[config.mk]
export PLATFORM = sky130hd
export DESIGN_NAME = program_loader
export DESIGN_NICKNAME = d
export VERILOG_FILES = /design/src/rtl/program_loader.sv
export SDC_FILE = /design/constraint.sdc
export NUM_CORES = 1
export LEC_CHECK = 0
export ABC_AREA = 1
export BUFFER_PORTS_ARGS = -buffer_cell sky130_fd_sc_hd__buf_2
export CAP_MARGIN = 20
export CELL_PAD_IN_SITES_DETAIL_PLACEMENT = 2
export CELL_PAD_IN_SITES_GLOBAL_PLACEMENT = 2
export CORE_MARGIN = 4
export CORE_UTILIZATION = 36
export DETAILED_ROUTE_END_ITERATION = 7
export PLACE_DENSITY = 0.95
export SYNTH_ARGS = -nofsm -noshare
export SYNTH_HDL_FRONTEND = slang
export SYNTH_SLANG_ARGS = --single-unit
[constraint.sdc]
create_clock -name clk -period 2.48 [get_ports clk]
set_input_delay 0.124 -clock clk [delete_from_list [all_inputs] [get_ports clk]]
set_output_delay 0.124 -clock clk [all_outputs]
set_load 0.02 [all_outputs]
[src/rtl/program_loader.sv]
// program_loader
// Writer side of the instruction-memory interface. Receives a program frame
// as a byte stream (LEN, N x {HI, LO}, CSUM), assembles 10-bit instructions
// and writes them sequentially into instruction memory starting at address 0.
// The CPU is held in reset while a load runs and after a failed load.
//
// Ports:
//   clk        - clock, all state changes on the rising edge
//   reset      - asynchronous, active-low reset
//   start      - single-cycle pulse that begins a load (ignored while busy)
//   rx_valid   - byte-source data valid
//   rx_data    - byte-source data
//   rx_ready   - loader can accept a byte (LEN, HI, LO, CSUM states)
//   imem_we    - instruction memory write strobe (one cycle per instruction)
//   imem_addr  - write address
//   imem_wdata - write data
//   cpu_hold   - holds the CPU in reset (load in progress or failed load)
//   busy       - load in progress
//   done       - last load completed OK (sticky until next start)
//   err_code   - 00 none, 01 format, 10 checksum, 11 timeout (sticky)
//   dbg_state  - current FSM state encoding, for observation only
//
// Handshake: a byte transfers on a rising edge where rx_valid=1 and
// rx_ready=1; rx_data must be stable while rx_valid=1, and rx_ready does not
// depend on rx_valid.
module program_loader #(
    parameter int ADDR_W  = 8,
    parameter int INSTR_W = 10,
    parameter int TIMEOUT = 255
) (
    input  logic               clk,
    input  logic               reset,
    input  logic               start,
    input  logic               rx_valid,
    input  logic [7:0]         rx_data,
    output logic               rx_ready,
    output logic               imem_we,
    output logic [ADDR_W-1:0]  imem_addr,
    output logic [INSTR_W-1:0] imem_wdata,
    output logic               cpu_hold,
    output logic               busy,
    output logic               done,
    output logic [1:0]         err_code,
    output logic [2:0]         dbg_state
);

    typedef enum logic [2:0] {
        S_IDLE  = 3'd0,
        S_LEN   = 3'd1,
        S_HI    = 3'd2,
        S_LO    = 3'd3,
        S_WRITE = 3'd4,
        S_CSUM  = 3'd5,
        S_DONE  = 3'd6,
        S_ERR   = 3'd7
    } state_t;

    // Idle counter only needs to reach TIMEOUT-1: the edge that would make
    // it equal TIMEOUT is the edge that moves to ERR.
    localparam int TW      = (TIMEOUT > 1) ? $clog2(TIMEOUT) : 1;
    localparam int TO_LAST = (TIMEOUT > 0) ? TIMEOUT - 1 : 0;

    state_t             state_q, state_d;
    logic [ADDR_W-1:0]  addr_q, addr_d;
    logic [8:0]         cnt_q, cnt_d;      // remaining instructions, 1..256
    logic [7:0]         csum_q, csum_d;
    logic [INSTR_W-1:0] instr_q, instr_d;
    logic [TW-1:0]      idle_q, idle_d;
    logic               done_d;
    logic [1:0]         err_d;
    logic               accept;
    logic               waiting;
    logic               timeout_hit;

    assign accept     = rx_valid && rx_ready;
    assign imem_addr  = addr_q;
    assign imem_wdata = instr_q;
    assign dbg_state  = state_q;

    assign waiting = (state_q == S_LEN) || (state_q == S_HI) ||
                     (state_q == S_LO)  || (state_q == S_CSUM);

    // An accepted byte on the same edge as the timeout wins.
    assign timeout_hit = (TIMEOUT != 0) && waiting && !accept &&
                         (idle_q == TW'(TO_LAST));

    always_comb begin
        state_d = state_q;
        addr_d  = addr_q;
        cnt_d   = cnt_q;
        csum_d  = csum_q;
        instr_d = instr_q;
        done_d  = done;
        err_d   = err_code;

        case (state_q)
            S_IDLE, S_DONE, S_ERR: begin
                if (start) begin
                    state_d = S_LEN;
                    addr_d  = '0;
                    csum_d  = '0;
                    done_d  = 1'b0;
                    err_d   = 2'b00;
                end
            end
            S_LEN: begin
                if (accept) begin
                    cnt_d   = (rx_data == 8'd0) ? 9'd256 : {1'b0, rx_data};
                    state_d = S_HI;
                end
            end
            S_HI: begin
                if (accept) begin
                    if (|rx_data[7:2]) begin
                        state_d = S_ERR;
                        err_d   = 2'b01;
                    end else begin
                        instr_d[INSTR_W-1:8] = rx_data[INSTR_W-9:0];
                        csum_d  = csum_q ^ rx_data;
                        state_d = S_LO;
                    end
                end
            end
            S_LO: begin
                if (accept) begin
                    instr_d[7:0] = rx_data;
                    csum_d  = csum_q ^ rx_data;
                    state_d = S_WRITE;
                end
            end
            S_WRITE: begin
                addr_d  = addr_q + ADDR_W'(1);
                cnt_d   = cnt_q - 9'd1;
                state_d = (cnt_q == 9'd1) ? S_CSUM : S_HI;
            end
            S_CSUM: begin
                if (accept) begin
                    if (rx_data == csum_q) begin
                        state_d = S_DONE;
                        done_d  = 1'b1;
                    end else begin
                        state_d = S_ERR;
                        err_d   = 2'b10;
                    end
                end
            end
            default: state_d = S_IDLE;
        endcase

        if (timeout_hit) begin
            state_d = S_ERR;
            err_d   = 2'b11;
        end

        // Idle counter restarts on every accept and on every state entry.
        if (TIMEOUT == 0 || accept || state_d != state_q || !waiting) begin
            idle_d = '0;
        end else begin
            idle_d = idle_q + TW'(1);
        end
    end

    // Outputs are registered from the next-state decode so they line up with
    // the state they describe.
    always_ff @(posedge clk or negedge reset) begin
        if (!reset) begin
            state_q  <= S_IDLE;
            addr_q   <= '0;
            cnt_q    <= '0;
            csum_q   <= '0;
            instr_q  <= '0;
            idle_q   <= '0;
            done     <= 1'b0;
            err_code <= 2'b00;
            rx_ready <= 1'b0;
            imem_we  <= 1'b0;
            busy     <= 1'b0;
            cpu_hold <= 1'b0;
        end else begin
            state_q  <= state_d;
            addr_q   <= addr_d;
            cnt_q    <= cnt_d;
            csum_q   <= csum_d;
            instr_q  <= instr_d;
            idle_q   <= idle_d;
            done     <= done_d;
            err_code <= err_d;
            rx_ready <= (state_d == S_LEN) || (state_d == S_HI) ||
                        (state_d == S_LO)  || (state_d == S_CSUM);
            imem_we  <= (state_d == S_WRITE);
            busy     <= (state_d == S_LEN) || (state_d == S_HI) ||
                        (state_d == S_LO)  || (state_d == S_CSUM) ||
                        (state_d == S_WRITE);
            // ERR keeps the CPU held so a partial program never runs.
            cpu_hold <= (state_d == S_LEN) || (state_d == S_HI) ||
                        (state_d == S_LO)  || (state_d == S_CSUM) ||
                        (state_d == S_WRITE) || (state_d == S_ERR);
        end
    end

endmodule

**After elaboration in Yosys (flattened, before gate mapping)**

Index checks and enable logic that the tools add are counted.

- Register bits: 53
- Output and inout port bits: 28
- Logic and storage cells: 109

- $add $sub $neg: 3
- Equal/unequal tests: 29
- Multiplexer cells: 31
- Bitwise operators: 2
- Reduce and logical (&&, ||, !) cells: 31

Operators with widths:

| operator | number |
|---|---|
| 2-to-1 mux 8 bit | 5 |
| 2-to-1 mux 3 bit | 8 |
| one-hot mux 8 bit (3 select lines) | 1 |
| == test 3 bit, second input constant | 7 |
| 2-to-1 mux 9 bit | 2 |
| one-hot mux 3 bit (6 select lines) | 1 |
| one-hot mux 9 bit (2 select lines) | 1 |
| adder 8 x 1 -> 8 bit, second input constant | 2 |
| one-hot mux 8 bit (2 select lines) | 1 |
| == test 3 x 2 -> 1 bit, second input constant | 4 |
| 2-to-1 mux 2 bit | 6 |
| != test 2 bit, second input constant | 6 |
| != test 3 bit, second input constant | 4 |
| logical OR 1 bit | 10 |
| == test 9 x 1 -> 1 bit, second input constant | 1 |
| subtractor 9 x 1 -> 9 bit, second input constant | 1 |
| == test 8 bit | 1 |
| == test 8 bit, second input constant | 1 |
| logical NOT 8 bit | 1 |
| XOR 8 bit | 1 |
| == test 3 x 1 -> 1 bit, second input constant | 2 |
| one-hot mux 2 bit (3 select lines) | 1 |
| AND reduction 2 bit | 3 |
| AND reduction 6 bit | 1 |
| other kinds (17) | 25 |

**Depth between registers and ports, before layout**

Gate-level depths: netlist of the first run.

- Word-level depth: 13
- Depth in mapped cells: 12
- Gate-level depth less buffers: 12

**Least setup slack after synthesis of the first run**

OpenSTA, ideal clock, no wires.

- Path type: reg2reg
- From: register state_q[1] (netlist: dbg_state[1])
- To: register idle_q[0]
- Arrival: 1.489 ns
- Data required time: 2.349 ns
- Path slack: 0.861 ns
- Stages on the path, launching flop included: 10
- Buffers on the path: 0
- Period minus slack after synthesis: 1.619 ns
- Cells stage by stage: dfrtp_1 inv_1 nand2_1 nand3_1 inv_2 nand2_2 o21ai_2 nor2_2 o21ai_4 nor3_2

- Cells in the longest elaborated chain, start to end: 11
- Elaborated cells between the ends (all ways): 26
- Classes of those cells: 8 x eq/ne; 8 x mux; 10 x reduce/logical

RTL lines:

| element | line | text |
|---|---|---|
| start: declaration | 63 | `state_t state_q, state_d;` |
| start signal: assignment | 180 | `state_q <= state_d;` |
| parallel branches: the longest is 9 deep, another holds one-hot mux 3 bit (6 select lines) | n/a |  |
| logical OR 1 bit * | 156 | `if (TIMEOUT == 0 \|\| accept \|\| state_d != state_q \|\| !waiting) begin` |
| 2-to-1 mux 8 bit * | 156 |  |
| via idle_d[0] | 68 | `logic [TW-1:0] idle_q, idle_d;` |
| end signal: assignment | 185 | `idle_q <= idle_d;` |
| end: declaration | 68 |  |

Mark *: on every way through the listed nets, which the timed path passes.
A chain may end at the register's enable or synchronous reset.

**Worst setup path in the final report of the first run**

- From: register state_q[1] (netlist: dbg_state[1])
- To: register cnt_q[8]

- Cells in the longest elaborated chain, start to end: 3
- Elaborated cells between the ends (all ways): 6
- Classes of those cells: 3 x eq/ne; 1 x mux; 2 x reduce/logical

RTL lines:

| element | line | text |
|---|---|---|
| == test 3 x 1 -> 1 bit / == test 3 bit (equally long branches) | 96 | `case (state_q)` |
| != test 2 bit (no line) / nonzero test 2 bit (equally long branches) | n/a |  |
| AND reduction 2 bit (no line) | n/a |  |
| end signal: assignment | 182 | `cnt_q <= cnt_d;` |
| end: declaration | 65 | `logic [8:0] cnt_q, cnt_d;` |

Parallel ways exist; a longest one is shown, timed or not.

==> results of run 1 <==
worst max-delay path, stage by stage (launching register included):
cell and delay, ns:
dfrtp_1 0.53, inv_1 0.10, nand2_1 0.16, nor2_1 0.09, nand2_2 0.17, inv_1 0.11, nor2_2 0.27, inv_1 0.21
a21oi_1 0.24, inv_1 0.09
stage by stage:
| stage | util [%] | power (W) |
|---|---|---|
| after CTS | 43.8 | 0.00390 |
| after global routing | 43.8 | 0.00417 |
| after floorplan | - | 0.00265 |
| after detailed placement | 42.3 | 0.00328 |
| final | 43.8 | 0.00387 |
| after global placement | 42.3 | 0.00309 |
path summary, 6_finish.rpt:
path / endpoint
worst max register to register: cnt_q[8]$_DFFE_PN0P_
min in group asynchronous: dbg_state[1]$_DFF_PN0_
max in group asynchronous: cnt_q[3]$_DFFE_PN0P_
worst min register to register: imem_addr[7]$_DFFE_PN0P_
worst max-delay path: cnt_q[8]$_DFFE_PN0P_
worst min-delay path: cnt_q[1]$_DFFE_PN0P_
per-layer routing:
layer	global-route usage [%]	part of all wire, %
met5	0	0
met4	8.29	2.9
met3	3.18	2.5
met2	42.9	55
met1	25.3	40
power breakdown:
group          internal, W  switching [W]
sequential         0.00115       0.000226
combinational     0.000543        0.00139
clock             0.000254       0.000308
state kept, by name, indices dropped and copies added (netlist names):
name and cells:
busy 1, cnt_q 9, cpu_hold 1, csum_q 8, dbg_state 3, done 1, err_code 2, idle_q 8
imem_addr 8, imem_wdata 10, imem_we 1, rx_ready 1
logic make-up after synthesis:
| kind of cell | after synthesis | share of synthesized area [%] |
|---|---|---|
| adder cells (fa/ha/maj) | 5 | 2.22 |
| multiplexers | 1 | 0.356 |
| AO/OA/AOI/OAI | 56 | 11.6 |
| AND/OR/NAND/NOR | 173 | 28.5 |
| XOR/XNOR | 9 | 2.80 |
| buffers and inverters | 53 | 7.42 |
| flip-flops | 53 | 47.1 |
final cells by class:
class | instances | share of cell area, %
clock buffers | 7 | 2.97
multi-input cells | 244 | 39.4
flip-flops and latches | 53 | 40.8
well taps | 99 | 3.81
repair buffers | 42 | 7.16
clock inverters | 1 | 0.154
inverters | 49 | 5.66
layout by cell type (no fill, tap or decap), drive strengths merged, types with 5 or more instances in the layout:
cell,synthesis,final
a21oi,11,11
buf,3,41
clkbuf,1,7
dfrtp,53,53
ha,5,5
inv,49,49
nand2,88,88
nand3,21,21
nand4,11,11
nor2,38,38
nor3,14,14
o21ai,34,34
xor2,6,6
timing repair:
item,CTS,global route
hold endpoints to repair,28,0
resized for setup,0,0
hold buffers,1,0
==> flow_summary.yaml, run 1 <==
sta:
  final_period_minus_worst_setup_slack_ns: 2.07
  maxClockFrequency_mhz: 483
  worst-slew-pin-transition_ns: 0.701
  rsz0062_at_grt: "false"
  finalHoldViolations: 0
  final_ws_setup_ns: 0.408
  slew_violations: 0
  setup_clock_skew_after_layout_ns: 0.0102
  timing.max_slew.rel_slack_pct: 53.2
  fin_crit_sh_pct: 83.5
  setup-violations-final: 0
  setup-tns-final_ns: 0
  timing.hold.ws_ns: 0.126
die:
  ios: 40
  placementRows: 31
  die-width_um: 96.4
  floorplan.core_area_um2: 7410
  fp.dieH_um: 96.4
  initial_utilization_pct: 38.0
  area_of_the_die_um2: 9300
clock_tree:
  postCtsSetupBuffers: 0
  tritoncts: "done"
  cts_max_path_buffers: 2
  ctsRootBufferMaster: "clkbuf_8"
  path_clk_slew_ns: 0.10
  clock_insertion_delay_worst_skew_ns: 0.32
  cts_buffers: 5
  numClockSinks: 53
  h-tree-depth: 2
synth:
  synth_top_flop_cell: "dfrtp_1"
  edff_count_synth: 0
  flip_flop_and_latch_count_after_synthesis: 53
  synthesis.instances: 350
  netlist.area_leader.share_pct: 47.1
  asyncSetResetFlopFracSynth_pct: 100
  synth_top_cells_by_area: "dfrtp_1, nand2_1, inv_1"
  mappedNetlistArea_um2: 2820
  postSynthAreaPerCell_um2: 8.04
  yosysUniqueCellTypes: 31
  synth_sequential_area_ratio_pct: 47.1
  synthesis.yosys.warnings: 0
  synth_top_area_cell: "dfrtp_1"
  most_frequent_cell_after_synthesis: "nand2_1"
  synthTopCellsByCount: "nand2_1, dfrtp_1, inv_1"
  mappedNetlistNets: 367
routing:
  vias: 2636
  drtIter0Drc: 62
  route.detailed.wl_per_inst_um: 19.8
  drt.antenna.violating_nets: 0
  drt_first_pass_iters: 4
  route.detailed.drc: 0
  vias_per_cell: 5.33
  routed_wl_um: 9780
cells_and_area:
  antenna-diode-count: 0
  num-nets-final: 412
  fin_area_um2: 3250
  area_growth_pct: 15.4
  multiInputGateArea_um2: 1280
  seqCellArea_um2: 1330
  final_cell_count_no_fill: 495
  filler_cell_count: 870
  final_layout_size_suffix_gt1_share_pct: 19.9
hold_path:
  worst_hold_path_type: "in2reg"
  min_from: "rx_data[1]"
  holdPathStages: 3
power:
  power.ir.vdd_worst_uv: 331
  cellPowerDensity_nw_per_um2: 1190
  leakage_nw: 1.64
worst_setup_path:
  startpoint: "dbg_state[1]$_DFF_PN0_"
  r2r_slack_ns: 0.41
  cp_data_arrival_time_ns: 2.28
  timing.critical_path.required_ns: 2.68
  worstSetupEndpointType: "flip-flop"
  reg2reg_from: "dbg_state[1]$_DFF_PN0_"
  critPathMaxFanout: 8
  worst-setup-path-type: "reg2reg"
  worstSetupStartpointType: "flip-flop"
  rr_worst_depth: 9
global_route:
  antenna_found_initial: 0
  grt_pass1_vias: 2992
  grt_usage_pct: 22.5
  globalRouteOverflowTotal: 0
  grt_start_max_net_pins: 30
  grt_first_pass_wirelength_um: 15800
placement:
  gp_routability_congestion: 0.797
  dp.cells: 486
  dp_worst_setup_slack_ns: 0.522
  port_bufs: 39
  place_hpwl_um: 7220
  postPlaceCellArea_um2: 3140
flow_run:
  maxCapViolations: 0
status:
  status: "complete, no violations"
(Power assumes the default switching activity.)
==> run 2: changes to the inputs <==
--- a/config.mk
+++ b/config.mk
@@ -11,9 +11,9 @@
 export CELL_PAD_IN_SITES_DETAIL_PLACEMENT = 2
 export CELL_PAD_IN_SITES_GLOBAL_PLACEMENT = 2
 export CORE_MARGIN = 4
-export CORE_UTILIZATION = 36
+export CORE_UTILIZATION = 33
 export DETAILED_ROUTE_END_ITERATION = 7
-export PLACE_DENSITY = 0.95
+export PLACE_DENSITY = 0.89
 export SYNTH_ARGS = -nofsm -noshare
 export SYNTH_HDL_FRONTEND = slang
 export SYNTH_SLANG_ARGS = --single-unit
==> constraint.sdc (replaced) <==
create_clock -name clk -period 2.05 [get_ports clk]
set_input_delay 0.1025 -clock clk [delete_from_list [all_inputs] [get_ports clk]]
set_output_delay 0.1025 -clock clk [all_outputs]
set_load 0.02 [all_outputs]
==> flow_summary.yaml, run 2 (same netlist as run 1, synthesis figures left out) <==
cells_and_area:
  most-common-layout-cells: "nand2_1, dfrtp_1, inv_1"
  final_core_util_pct: 39.4
  num-nets-final: 415
  filler_cell_count: 965
  antenna-diode-count: 0
  area_growth_pct: 15.6
  final_layout_size_suffix_gt1_share_pct: 20.8
  largest_reg_flops: 10
  mostFrequentLayoutCell: "nand2_1"
worst_setup_path:
  worstSetupStartpointType: "flip-flop"
  startpoint: "cnt_q[5]$_DFFE_PN0P_"
  rr_worst_depth: 10
  path_buf_inv: 1
  r2r_slack_ns: 0.18
  timing.rr.end: "idle_q[4]$_DFF_PN0_"
  timing.critical_path.slowest_cell_delay_ns: 0.41
  worstSetupEndpointType: "flip-flop"
  worstSetupPathDepth: 10
  cp_data_arrival_time_ns: 2.06
  critical-path-slowest-cell: "dfrtp_1"
  path_cells: "nor2_1 -> nand2_1 -> nor2_1 -> nand3_1 -> nand3_1 -> nor2_2 -> inv_2 -> nand2_1 -> nand2_4 -> nor3_2"
  timing.critical_path.required_ns: 2.24
  critPathMaxFanout: 8
  worst-setup-path-type: "reg2reg"
  worst_path_dominant_cell_family: "simple AND/OR/NAND/NOR gates"
  worstSetupEndpoint: "idle_q[4]$_DFF_PN0_"
  reg2reg_from: "cnt_q[5]$_DFFE_PN0P_"
sta:
  setup-violations-final: 0
  slew_violations: 0
  worst-slew-pin-transition_ns: 0.517
  setup-tns-final_ns: 0
  timing.max_slew.rel_slack_pct: 65.3
  setup_clock_skew_after_layout_ns: 0.0117
  finalHoldViolations: 0
  fin_crit_sh_pct: 91.2
  maxClockFrequency_mhz: 535
  final_period_minus_worst_setup_slack_ns: 1.87
  rsz0062_at_grt: "false"
die:
  placementRows: 33
  area_of_the_die_um2: 10100
  fp.dieH_um: 100
  die-width_um: 100
  ios: 40
  initial_utilization_pct: 34.1
  floorplan.core_area_um2: 8260
clock_tree:
  cts_max_path_buffers: 2
  ctsRootBufferMaster: "clkbuf_8"
  clock_insertion_delay_worst_skew_ns: 0.32
  numClockSinks: 53
  tritoncts: "done"
  cts_buffers: 5
  path_clk_slew_ns: 0.10
  postCtsSetupBuffers: 0
  h-tree-depth: 2
placement:
  port_bufs: 39
  gp_routability_congestion: 0.791
  place_hpwl_um: 6780
routing:
  route.detailed.wl_per_inst_um: 18.1
  drtIter0Drc: 64
  vias_per_cell: 5.16
  drt.antenna.violating_nets: 0
  drt_first_pass_iters: 4
  route.detailed.drc: 0
  vias: 2599
  routed_wl_um: 9140
flow_run:
  maxCapViolations: 0
global_route:
  antenna_found_initial: 0
  grt_pass1_vias: 2922
  grt_usage_pct: 18.9
  grt_start_max_net_pins: 27
  globalRouteOverflowTotal: 0
  grt_first_pass_wirelength_um: 14900
status:
  status: "complete, no violations"
power:
  power.ir.vdd_worst_uv: 324
  leakage_nw: 1.64
  cellPowerDensity_nw_per_um2: 1420
hold_path:
  worst_hold_path_type: "in2async"
==> run 2: cell type report <==
type                    instances  area (µm²)  area share, %
clock buffers                   6        72.6           2.23
inverters                      49         184           5.65
multi-input cells             244        1290           39.5
repair buffers                 45         243           7.46
clock inverters                 2        10.0          0.307
flip-flops and latches         53        1330           40.8
well taps                     105         131           4.04
==> run 2: per-stage QoR <==
stage          setup slack, ns  area (µm²)  power, W  cells  hold slack, ns
2_1_floorplan            0.431        2820   0.00321    350          -0.193
3_3_place_gp             0.257        3150   0.00380    495         -0.0943
3_5_place_dp             0.144        3150   0.00397    495         -0.0922
4_1_cts                 0.0193        3250   0.00464    504           0.100
5_1_grt                 0.0249        3260   0.00498    504          0.0974
6_report                 0.180        3260   0.00461    504          0.0999
==> run 2: what timing repair did <==
action                                  4_1_cts  5_1_grt
hold endpoints to repair                     53        0
resized for setup                             0        3
endpoints found under the setup margin        0        8
hold buffers                                  1        0
==> run 2: worst min path at each step <==
stage,from,endpoint,slack (ns),cells past startpoint
floorplan,reset,busy$_DFF_PN0_,-0.19,0
global placement,reset,busy$_DFF_PN0_,-0.09,1
detailed placement,reset,busy$_DFF_PN0_,-0.09,1
CTS,reset,busy$_DFF_PN0_,0.10,2
global route,reset,busy$_DFF_PN0_,0.1,2
finish,reset,rx_ready$_DFF_PN0_,0.1,2
==> run 2: routing by layer <==
layer / wire, µm / track usage [%] / share of wire (%)
met4: 187 / 6.63 / 2.0
met5: 0 / 0 / 0
met3: 204 / 2.57 / 2.2
met1: 3910 / 22.2 / 43
met2: 4830 / 35.0 / 53
==> run 2: worst register-to-register path, stage by stage, from the launching register on <==
cell and delay [ns]:
dfrtp_1 0.41, nor2_1 0.21, nand2_1 0.14, nor2_1 0.25, nand3_1 0.19, nand3_1 0.14
nor2_2 0.06, inv_2 0.07, nand2_1 0.08, nand2_4 0.15, nor3_2 0.06
==> run 2: power by group <==
| part | leakage, nW | internal (W) | switching, W |
|---|---|---|---|
| combinational | 0.910 | 0.000696 | 0.00165 |
| clock | 0.0450 | 0.000239 | 0.000374 |
| sequential | 0.682 | 0.00139 | 0.000257 |
==> run 3: changes to the inputs <==
--- a/config.mk
+++ b/config.mk
@@ -5,13 +5,12 @@
 export SDC_FILE = /design/constraint.sdc
 export NUM_CORES = 1
 export LEC_CHECK = 0
-export ABC_AREA = 1
 export BUFFER_PORTS_ARGS = -buffer_cell sky130_fd_sc_hd__buf_2
 export CAP_MARGIN = 20
 export CELL_PAD_IN_SITES_DETAIL_PLACEMENT = 2
 export CELL_PAD_IN_SITES_GLOBAL_PLACEMENT = 2
 export CORE_MARGIN = 4
-export CORE_UTILIZATION = 33
+export CORE_UTILIZATION = 34
 export DETAILED_ROUTE_END_ITERATION = 7
 export PLACE_DENSITY = 0.89
 export SYNTH_ARGS = -nofsm -noshare
==> flow_summary.yaml, run 3 <==
status:
  status: "complete, no violations"
cells_and_area:
  fin_area_um2: 3260
  area_growth_pct: 22.1
  filler_cell_count: 900
  final_cell_count_no_fill: 460
  final_layout_size_suffix_gt1_share_pct: 24.0
  largest_reg_flops: 10
  antenna-diode-count: 0
  num-nets-final: 374
  mostFrequentLayoutCell: "nand2_1"
  most-common-layout-cells: "nand2_1, dfrtp_1, buf_2"
  seqCellArea_um2: 1330
  multiInputGateArea_um2: 1300
worst_setup_path:
  worst-setup-path-type: "reg2reg"
  worstSetupStartpointType: "flip-flop"
  startpoint: "idle_q[5]$_DFF_PN0_"
  cp_data_arrival_time_ns: 2.27
  critPathMaxFanout: 3
  timing.critical_path.required_ns: 2.32
  worstSetupEndpointType: "flip-flop"
  reg2reg_from: "idle_q[5]$_DFF_PN0_"
global_route:
  grt_pass1_vias: 2834
  antenna_found_initial: 0
  grt_usage_pct: 18.9
  globalRouteOverflowTotal: 0
  grt_first_pass_wirelength_um: 14600
  grt_start_max_net_pins: 54
sta:
  rsz0062_at_grt: "true"
  timing.max_slew.rel_slack_pct: 51.8
  maxClockFrequency_mhz: 499
  fin_crit_sh_pct: 97.7
  setup_clock_skew_after_layout_ns: 0.00903
  slew_violations: 0
  final_period_minus_worst_setup_slack_ns: 2.00
  finalHoldViolations: 0
  worst-slew-pin-transition_ns: 0.722
  setup-violations-final: 0
clock_tree:
  clock_insertion_delay_worst_skew_ns: 0.32
  numClockSinks: 53
  cts_buffers: 5
  h-tree-depth: 2
  ctsRootBufferMaster: "clkbuf_8"
  tritoncts: "done"
  path_clk_slew_ns: 0.11
  cts_max_path_buffers: 2
routing:
  vias: 2487
  vias_per_cell: 5.41
  drtIter0Drc: 70
  route.detailed.wl_per_inst_um: 18.6
  route.detailed.drc: 0
  drt.antenna.violating_nets: 0
  routed_wl_um: 8560
  drt_first_pass_iters: 4
flow_run:
  maxCapViolations: 0
synth:
  synthesis.instances: 296
  synth_top_flop_cell: "dfrtp_1"
  synthTopCellsByCount: "nand2_1, dfrtp_1, o21ai_0"
  synthesis.yosys.warnings: 0
  mappedNetlistNets: 313
  edff_count_synth: 0
  synth_top_cells_by_area: "dfrtp_1, nand2_1, o21ai_0"
  synth_top_area_cell: "dfrtp_1"
  synth_sequential_area_ratio_pct: 49.6
  asyncSetResetFlopFracSynth_pct: 100
  postSynthAreaPerCell_um2: 9.03
  yosysUniqueCellTypes: 44
  netlist.area_leader.share_pct: 49.6
  most_frequent_cell_after_synthesis: "nand2_1"
  mappedNetlistArea_um2: 2670
  flip_flop_and_latch_count_after_synthesis: 53
power:
  leakage_nw: 1.56
  power_w: 0.00439
  cellPowerDensity_nw_per_um2: 1350
  power.ir.vdd_worst_uv: 538
die:
  area_of_the_die_um2: 9350
  ios: 40
  initial_utilization_pct: 34.8
  fp.dieH_um: 96.7
  die-width_um: 96.7
  placementRows: 32
  floorplan.core_area_um2: 7690
placement:
  place_hpwl_um: 6310
  gp_routability_congestion: 0.779
  port_bufs: 39
  postPlaceCellArea_um2: 3120
  dp.cells: 448
hold_path:
  worst_hold_path_type: "in2reg"
  min_from: "rx_data[4]"
==> run 3: what timing repair did <==
item	4_1_cts	5_1_grt
setup endpoints to repair	3	15
hold buffers	1	0
buffers inserted	0	3
hold endpoints to repair	53	0
pin swaps	1	1
resized for setup	1	6
==> run 3: metal layers <==
layer | track usage (%) | vias to the layer above | wire length [µm]
li1 | - | 1149 | -
met1 | 24.0 | 1289 | 3790
met2 | 33.9 | 37 | 4440
met3 | 2.31 | 12 | 213
met4 | 4.97 | 0 | 124
met5 | 0 | - | 0
==> run 3: critical path: stages (launching register included) <==
cell	delay (ns)
dfrtp_1	0.37
and4_1	0.24
nand2_2	0.08
or4_4	0.56
o2111ai_4	0.09
or4b_4	0.53
nand2_1	0.09
==> run 3: path summary, 6_finish.rpt <==
kind | end | slack, ns | cells after the start
min in group asynchronous | cnt_q[5]$_DFFE_PN0P_ | 0.42 | 3
worst min register to register | imem_wdata[5]$_DFFE_PN0P_ | 0.49 | 2
max in group asynchronous | dbg_state[1]$_DFF_PN0_ | 1.08 | 3
worst max register to register | cpu_hold$_DFF_PN0_ | 0.05 | 6
worst max-delay path | cpu_hold$_DFF_PN0_ | 0.05 | 6
worst min-delay path | cnt_q[4]$_DFFE_PN0P_ | 0.06 | 3
==> run 3: final cells by class <==
class                           count  area share [%]
Sequential cell                    53            40.7
Multi-Input combinational cell    226            39.8
Timing Repair Buffer               65            12.0
Tap cell                          102            3.91
Clock buffer                        5            2.11
Clock inverter                      3           0.767
Inverter                            6           0.690
==> run 3: logic make-up after synthesis <==
family                     after synthesis  share of synthesized area [%]
AOI/OAI and AO/OA                       58                           14.1
xor gates and xnor gates                16                           5.24
adders and majority gates                5                           2.34
buffers and inverters                   17                           2.57
DFF                                     53                           49.6
muxes                                    2                          0.842
and+or+nand+nor                        145                           25.3
==> run 3: through the flow <==
step           utilization (%)  setup TNS [ns]  setup WS (ns)  hold WS (ns)
2_1_floorplan                -               0         0.0623        -0.193
3_3_place_gp              40.5               0         0.0880         0.276
3_5_place_dp              40.5         -0.0297        -0.0244         0.291
4_1_cts                   41.9               0        0.00245        0.0666
5_1_grt                   42.5        -0.00442       -0.00442        0.0936
6_report                  42.5               0         0.0464        0.0579
==> run 3: where the power goes <==
| group | switching, W | leakage, nW | internal [W] |
|---|---|---|---|
| clock network | 0.000402 | 0.0452 | 0.000250 |
| logic | 0.00126 | 0.832 | 0.000772 |
| registers | 0.000306 | 0.686 | 0.00141 |
| total | 0.00196 | 1.56 | 0.00243 |
